<file path="config.mk">
export PLATFORM = sky130hd
export DESIGN_NAME = mem_arbiter
export DESIGN_NICKNAME = d
export VERILOG_FILES = /design/src/rtl/mem_arbiter_pkg.sv /design/src/rtl/mem_arbiter_select.sv /design/src/rtl/mem_arbiter.sv
export SDC_FILE = /design/constraint.sdc
export NUM_CORES = 1
export LEC_CHECK = 0
export CAP_MARGIN = 20
export CORE_UTILIZATION = 35
export CTS_CLUSTER_DIAMETER = 120
export DETAILED_ROUTE_END_ITERATION = 8
export GPL_ROUTABILITY_DRIVEN = 0
export PLACE_DENSITY = 0.84
export SYNTH_ARGS = -nofsm -noshare
export SYNTH_HDL_FRONTEND = slang
export SYNTH_HIERARCHICAL = 1
export SYNTH_SLANG_ARGS = --single-unit
</file>
<file path="constraint.sdc">
create_clock -name clock -period 6.9 [get_ports clock]
set_input_delay 1.38 -clock clock [delete_from_list [all_inputs] [get_ports clock]]
set_output_delay 1.38 -clock clock [all_outputs]
set_load 0.01 [all_outputs]
</file>
<file path="src/rtl/mem_arbiter_pkg.sv">
// Shared definitions for the memory arbiter: FSM encoding, requester
// indices and a helper that turns a grant vector into read-response bits.
package mem_arbiter_pkg;

    typedef enum logic [1:0] {
        ST_RUN    = 2'd0,
        ST_DRAIN  = 2'd1,
        ST_HALTED = 2'd2
    } arb_state_e;

    // Bit positions of each requester in grant / rvalid vectors.
    localparam int unsigned REQ_FETCH = 0;
    localparam int unsigned REQ_LS    = 1;
    localparam int unsigned REQ_DMA   = 2;

    // A grant produces a read response unless it is a write; fetch is read only.
    function automatic logic [2:0] read_mask(input logic [2:0] gnt,
                                             input logic       ls_we,
                                             input logic       dma_we);
        logic [2:0] rd_s;
        rd_s            = 3'b000;
        rd_s[REQ_FETCH] = 1'b1;
        rd_s[REQ_LS]    = ~ls_we;
        rd_s[REQ_DMA]   = ~dma_we;
        return gnt & rd_s;
    endfunction

endpackage

</file>
<file path="src/rtl/mem_arbiter_select.sv">
// Priority select with fetch starvation override: ls > dma > fetch, but a
// fetch that has waited STARVE_MAX cycles wins over everything.
module arb_select
    import mem_arbiter_pkg::*;
#(
    parameter int STARVE_MAX = 4
) (
    input  logic       clock,
    input  logic       reset,
    input  logic       fetch_req,
    input  logic       fetch_en,
    input  logic       ls_req,
    input  logic       dma_req,
    output logic [2:0] gnt
);

    localparam int CNT_W = $clog2(STARVE_MAX + 1);
    localparam logic [CNT_W-1:0] CNT_MAX = CNT_W'(STARVE_MAX);

    logic [CNT_W-1:0] starve_cnt_r;
    logic             fetch_ok_s;
    logic             starve_hit_s;

    // Pick one winner from current requests and the registered wait count.
    always_comb begin
        gnt          = 3'b000;
        fetch_ok_s   = fetch_req & fetch_en;
        starve_hit_s = fetch_ok_s & (starve_cnt_r == CNT_MAX);
        if (starve_hit_s) begin
            gnt[REQ_FETCH] = 1'b1;
        end else if (ls_req) begin
            gnt[REQ_LS] = 1'b1;
        end else if (dma_req) begin
            gnt[REQ_DMA] = 1'b1;
        end else if (fetch_ok_s) begin
            gnt[REQ_FETCH] = 1'b1;
        end else begin
            gnt = 3'b000;
        end
    end

    // Count cycles a fetch waits unserved; saturate, clear on service or idle.
    always_ff @(posedge clock) begin
        if (!reset) begin
            starve_cnt_r <= {CNT_W{1'b0}};
        end else if (fetch_req && !gnt[REQ_FETCH]) begin
            if (starve_cnt_r != CNT_MAX) begin
                starve_cnt_r <= starve_cnt_r + CNT_W'(1);
            end else begin
                starve_cnt_r <= starve_cnt_r;
            end
        end else begin
            starve_cnt_r <= {CNT_W{1'b0}};
        end
    end

endmodule

</file>
<file path="src/rtl/mem_arbiter.sv">
// Single-port memory arbiter between instruction fetch, load/store and a
// DMA loader. Owns the halt FSM and the one-cycle read response tracking.
module mem_arbiter
    import mem_arbiter_pkg::*;
#(
    parameter int ADDR_W     = 8,
    parameter int DATA_W     = 16,
    parameter int STARVE_MAX = 4
) (
    input  logic              clock,
    input  logic              reset,
    input  logic              halt,
    input  logic              fetch_req,
    input  logic [ADDR_W-1:0] fetch_addr,
    output logic              fetch_gnt,
    input  logic              ls_req,
    input  logic              ls_we,
    input  logic [ADDR_W-1:0] ls_addr,
    input  logic [DATA_W-1:0] ls_wdata,
    output logic              ls_gnt,
    input  logic              dma_req,
    input  logic              dma_we,
    input  logic [ADDR_W-1:0] dma_addr,
    input  logic [DATA_W-1:0] dma_wdata,
    output logic              dma_gnt,
    output logic [2:0]        rvalid,
    output logic [DATA_W-1:0] rdata,
    output logic              mem_we,
    output logic [ADDR_W-1:0] mem_addr,
    output logic [DATA_W-1:0] mem_wdata,
    input  logic [DATA_W-1:0] mem_rdata,
    output logic              halted
);

    arb_state_e        state_r;
    arb_state_e        state_nxt_s;
    logic [2:0]        sel_gnt_s;
    logic [2:0]        gnt_s;
    logic [2:0]        rvalid_r;
    logic              fetch_en_s;
    logic [ADDR_W-1:0] addr_hold_r;
    logic [ADDR_W-1:0] sel_addr_s;

    // Fetch is only eligible while running and not in the cycle halt arrives.
    always_comb begin
        fetch_en_s = (state_r == ST_RUN) && !halt;
    end

    arb_select #(
        .STARVE_MAX (STARVE_MAX)
    ) u_sel (
        .clock     (clock),
        .reset     (reset),
        .fetch_req (fetch_req),
        .fetch_en  (fetch_en_s),
        .ls_req    (ls_req),
        .dma_req   (dma_req),
        .gnt       (sel_gnt_s)
    );

    // Suppress all grants while reset is held and route the winner to memory.
    always_comb begin
        gnt_s     = reset ? sel_gnt_s : 3'b000;
        mem_we    = 1'b0;
        mem_wdata = {DATA_W{1'b0}};
        sel_addr_s = addr_hold_r;
        case (gnt_s)
            3'b001: begin
                sel_addr_s = fetch_addr;
            end
            3'b010: begin
                mem_we     = ls_we;
                sel_addr_s = ls_addr;
                mem_wdata  = ls_wdata;
            end
            3'b100: begin
                mem_we     = dma_we;
                sel_addr_s = dma_addr;
                mem_wdata  = dma_wdata;
            end
            default: begin
                mem_we     = 1'b0;
                sel_addr_s = addr_hold_r;
            end
        endcase
        mem_addr  = sel_addr_s;
        fetch_gnt = gnt_s[REQ_FETCH];
        ls_gnt    = gnt_s[REQ_LS];
        dma_gnt   = gnt_s[REQ_DMA];
    end

    // Halt sequencing: stop fetch, let the last read response land, then park.
    always_comb begin
        state_nxt_s = state_r;
        case (state_r)
            ST_RUN: begin
                if (halt) begin
                    state_nxt_s = ST_DRAIN;
                end else begin
                    state_nxt_s = ST_RUN;
                end
            end
            ST_DRAIN: begin
                if (rvalid_r == 3'b000) begin
                    state_nxt_s = ST_HALTED;
                end else begin
                    state_nxt_s = ST_DRAIN;
                end
            end
            ST_HALTED: begin
                state_nxt_s = ST_HALTED;
            end
            default: begin
                state_nxt_s = ST_RUN;
            end
        endcase
    end

    // State, pending read response flags and last driven address.
    always_ff @(posedge clock) begin
        if (!reset) begin
            state_r     <= ST_RUN;
            rvalid_r    <= 3'b000;
            addr_hold_r <= {ADDR_W{1'b0}};
        end else begin
            state_r  <= state_nxt_s;
            rvalid_r <= read_mask(gnt_s, ls_we, dma_we);
            if (gnt_s != 3'b000) begin
                addr_hold_r <= sel_addr_s;
            end else begin
                addr_hold_r <= addr_hold_r;
            end
        end
    end

    // A response in flight when reset asserts is dropped immediately.
    always_comb begin
        rvalid = reset ? rvalid_r : 3'b000;
        rdata  = mem_rdata;
        halted = (state_r == ST_HALTED);
    end

endmodule

</file>
After elaboration in Yosys (flattened, before gate mapping)
Index checks and enable logic that the tools add are counted.

storage, ports and cells
  register bits after elaboration = 16
  input port bits = 80

cells by class
  add/subtract/negate cells = 1
  equal/unequal tests = 7
  multiplexer cells = 16
  bitwise logic cells = 5
  reduce and logical (&&, ||, !) cells = 8

operator list
  cell                 count
  $pmux 16 s2          1
  $pmux 8 s3           1
  $mux 1               8
  $eq 3x3->1 const B   2
  $mux 3               2
  $pmux 2 s3           1
  $mux 2               2
  $add 3x1->3 const B  1
  $and 3x3->3          1
  $eq 3x1->1 const B   1
  $eq 3x2->1 const B   1
  $logic_not 3->1      1
  $ne 3x3->1 const B   1
  $reduce_bool 3->1    1
  $and 1x1->1          2
  $eq 2x1->1 const B   1
  $eq 2x2->1 const B   1
  $logic_and 1x1->1    2
  $logic_not 1->1      2
  $logic_not 2->1      1
  $not 1->1            2
  $pmux 1 s2           1
  $reduce_and 2->1     1

Longest topological paths before layout
  word-level depth = 10
  gate-level depth with buffers = 10
  mapped depth without buffers = 8

Cells and area by module
The synthesis kept the hierarchy.

modules (own cells, without submodules)
  module       instances  cells each  area an instance (sq um)  sequential area each (sq um)
  mem_arbiter  1          152         1,321.3                   260.2
  arb_select   1          24          196.4                     60.1

Least setup slack after synthesis
Ideal clock, no wire load.

  path kind = input-to-output
  start = in halt
  end = out mem_addr[1]
  arrival = 3.067 ns
  required time = 5.520 ns
  setup slack = 2.453 ns
  stages = 8
  path through = nor3_1 -> nand2_1 -> nor2_1 -> nor3b_1 -> nand2_1 -> nor3_4 -> buf_4 -> a221o_1

between the ends
  elaborated cells between the ends (all ways) = 14

RTL lines
  what                                      line                      text
  start, declared                           mem_arbiter.sv:12         input logic halt,
  $logic_not 1->1 *                         mem_arbiter.sv:46         fetch_en_s = (state_r == ST_RUN) && !halt;
  $logic_and 1x1->1 *                       mem_arbiter.sv:46
  $and 1x1->1 *                             mem_arbiter_select.sv:27  fetch_ok_s = fetch_req & fetch_en;
  $and 1x1->1 *                             mem_arbiter_select.sv:28  starve_hit_s = fetch_ok_s & (starve_cnt_r == CNT_MAX);
  $mux 2 *                                  mem_arbiter_select.sv:29  if (starve_hit_s) begin
  via sel_gnt_s[2]                          mem_arbiter.sv:37         logic [2:0] sel_gnt_s;
  $mux 3 *                                  mem_arbiter.sv:63         gnt_s = reset ? sel_gnt_s : 3'b000;
  $eq 3x3->1, or another cell as far along  mem_arbiter.sv:67         case (gnt_s)
  $pmux 8 s3 *                              mem_arbiter.sv:67
  end, declared                             mem_arbiter.sv:29         output logic [ADDR_W-1:0] mem_addr,

The timed path passes the listed nets; every way through them passes the cells marked *.

Final worst setup path
  start = in halt
  end = out mem_wdata[9]

between the ends
  elaborated cells between the ends (all ways) = 13

RTL lines
  what                                             line                      text
  $logic_not 1->1 *                                mem_arbiter.sv:46
  $logic_and 1x1->1 *                              mem_arbiter.sv:46
  via fetch_en_s                                   mem_arbiter.sv:40         logic fetch_en_s;
  $and 1x1->1 *                                    mem_arbiter_select.sv:27
  $and 1x1->1 *                                    mem_arbiter_select.sv:28
  $mux 2 *                                         mem_arbiter_select.sv:29
  via sel_gnt_s[1]                                 mem_arbiter.sv:37
  $mux 3 *                                         mem_arbiter.sv:63
  $eq 3x3->1 / $eq 3x2->1 (equally long branches)  mem_arbiter.sv:67
  $pmux 16 s2 *                                    mem_arbiter.sv:67
  end, declared                                    mem_arbiter.sv:30         output logic [DATA_W-1:0] mem_wdata,

Marked as above.

==> results.cfg <==
[sta]
finalHoldViolations = 0
fmax_mhz = 174
rsz0062_at_grt = no
tightest_slew_ps = 952
worst_slack_ps = 1140
setup_viol = 0
clock_skew_ps = 8.30
min_period_ps = 5760
setup_tns_ps = 0
report.final.slew_viol_count = 0
relSlewSlack = 0.363
fin_crit_sh = 0.835

[grt]
grt_usage = 0.192
grt_overflow = 0
grtUsageMet3 = 0.0417
grt_pass1_wl_mm = 6.62
grt.busiest_layer = met2
antenna_found_initial = 0
grt_max_degree = 26
use_met2 = 0.363
grt_pass1_vias = 1479
use_met1 = 0.211

[clock_network]
clock_latency_ps = 260
ctsRootBufferMaster = clkbuf_8
postCtsSetupRepairBufs = 0
cts_tree = done
htree_levels = 1
clock_path_buffers = 2
numCtsBuffers = 3
cts.hold.buffers_added = 0
ctsResizeCount = 0
clk_pin_slew_ps = 60
cts_sinks = 16

[status]
status = completed

[yosys]
seq_area_frac_synth = 0.211
syn_nets = 258
ys_types = 37
netlist_area_sq_um = 1520
ys_ff_latch = 16
avgSynthCellArea_sq_um = 8.62
yosysWarnings = 6
synthCells = 176

[power]
vdd_drop_max_uv = 94.6
switching_share = 0.271
power.internal_mw = 0.224
p_leak_nw = 0.858
p_total_mw = 0.307
p_seq_frac = 0.331
combPwrFrac = 0.391
pwr_density_cell_nw_per_um2 = 127
switchingPower_mw = 0.0832
power.share.clock = 0.278

[routing]
drtPass1Iterations = 4
wire_per_inst_microns = 15.4
antenna_left = 0
drc = 0
routed_wl_mm = 4.63
drt_iter0_drc = 46
vias = 1646
viasPerCell = 5.49

[layout]
num_antenna_cells = 0
final_cell_mix = clkdlybuf4s50_1, nand3b_1, dfxtp_1
final_cell_count_no_fill = 300
drive_above_1_share = 0.124
nets = 333
area_growth_pct = 59.3
final_common_cell = clkdlybuf4s50_1
nFillCells = 370
final_core_util = 0.592

[place]
dp_hpwl_mm = 3.56
post-place-cells = 296
place_worst_setup_slack_ps = 1140
portBuffers = 95

[critical_path]
cp_slowest_cell = nor3b_4
critPathCaptureType = output pin
critPathRequiredTime_ps = 5520
critPathLaunchType = primary input
crit_arrival_ps = 4380
worst_path_most_repeated_cell = clkdlybuf4s50_1
worst_path_largest_cell_delay_ps = 570
worstPathMaxFanout = 21
crit_path_cell_trace = clkdlybuf4s50_1, nor3_1, nand2_1, nor2_1, nor2b_2, buf_4, and2b_4, nor3b_4, a22o_2, clkdlybuf4s50_1
worstSetupPathType = primary input to output pin

[floorplan]
die_w_microns = 67.9
ios = 128
rows = 23
core_sq_um = 4090
die_area_sq_um = 4600
die_y_microns = 67.9
initial_core_util = 0.371

[hold_path]
hold_path.class = flip-flop to flip-flop

[job]
maxCapViolCount = 0
-- cell usage after synthesis (all sizes together) --
cell type | number | area share
nor2 | 8 | 0.020
and2 | 7 | 0.030
nor2b | 5 | 0.021
o211ai | 1 | 0.0082
nor3b | 2 | 0.017
clkbuf | 3 | 0.0074
nand3b | 16 | 0.079
a2bb2oi | 1 | 0.0099
buf | 26 | 0.13
o21a | 1 | 0.0049
a221o | 8 | 0.053
xnor2 | 1 | 0.0058
nand2 | 5 | 0.012
a22o | 17 | 0.11
nor4 | 8 | 0.033
a2111oi | 1 | 0.0058
nand2b | 1 | 0.0041
dfxtp | 16 | 0.21
nor3 | 5 | 0.031
nand3 | 1 | 0.0033
nor4bb | 8 | 0.053
ha | 2 | 0.016
o311ai | 1 | 0.017
and2b | 1 | 0.0066
o21bai | 8 | 0.040
a21oi | 10 | 0.033
inv | 4 | 0.0099
o21ai | 9 | 0.032
-- routing by layer --
| layer | up-vias | routed length (microns) |
|---|---|---|
| met1 | 762 | 1770 |
| met4 | 0 | 20 |
| met2 | 77 | 2360 |
| met5 | - | 0 |
| met3 | 2 | 479 |
| li1 | 805 | - |
-- power by group through the flow --
stage / Combinational, mW / Sequential, mW / Clock, mW
final: 0.120 / 0.102 / 0.0854
after global routing: 0.129 / 0.103 / 0.0889
after CTS: 0.120 / 0.102 / 0.0853
after detailed placement: 0.120 / 0.104 / 0
after global placement: 0.119 / 0.103 / 0
after floorplan: 0.0630 / 0.103 / 0
-- cells by family (layout without fill, tap and decap cells) --
kind of cell	count (synthesis)	count (layout)	share of synthesized area
AOI/OAI and AO/OA	57	57	0.310
adders and majority gates	2	2	0.0165
xor gates and xnor gates	1	1	0.00577
buffers and inverters	33	107	0.148
DFF	16	16	0.211
and+or+nand+nor	67	67	0.309
-- worst max-delay path: cells and delay by family --
kind,cells,cell delay [ps]
AOI/OAI and AO/OA,1,250
buffers and inverters,3,1320
and+or+nand+nor,6,1430
-- state kept, by name, summed over array words and instances (netlist names) --
| signal | count |
|---|---|
| u_sel/starve_cnt_r | 3 |
| state_r | 2 |
| rvalid_r | 3 |
| addr_hold_r | 8 |
-- cell type report --
class                           instances  area (sq um)  share of cell area
Multi-Input combinational cell        127           983               0.407
Timing Repair Buffer                   99           981               0.406
Sequential cell                        16           320               0.133
Tap cell                               50          62.6              0.0259
Clock buffer                            4          55.1              0.0228
Inverter                                4          15.0             0.00621
-- worst paths after layout --
check | startpoint | endpoint | slack [ps] | cells after the start
hold reg to reg | state_r[1] | state_r[0] | 490 | 1
setup / recovery | halt | mem_wdata[9] | 1140 | 10
setup reg to reg | u_sel/starve_cnt_r[0] | addr_hold_r[6] | 4620 | 9
hold / removal | state_r[1] | state_r[0] | 490 | 1
-- metrics by stage --
stage | hold WS, ps | area [sq um]
after floorplan | 440 | 1520
final | 490 | 2420
after CTS | 483 | 2420
after global routing | 540 | 2420
after detailed placement | 474 | 2360
after global placement | 451 | 2360
(Power assumes the default switching activity.)
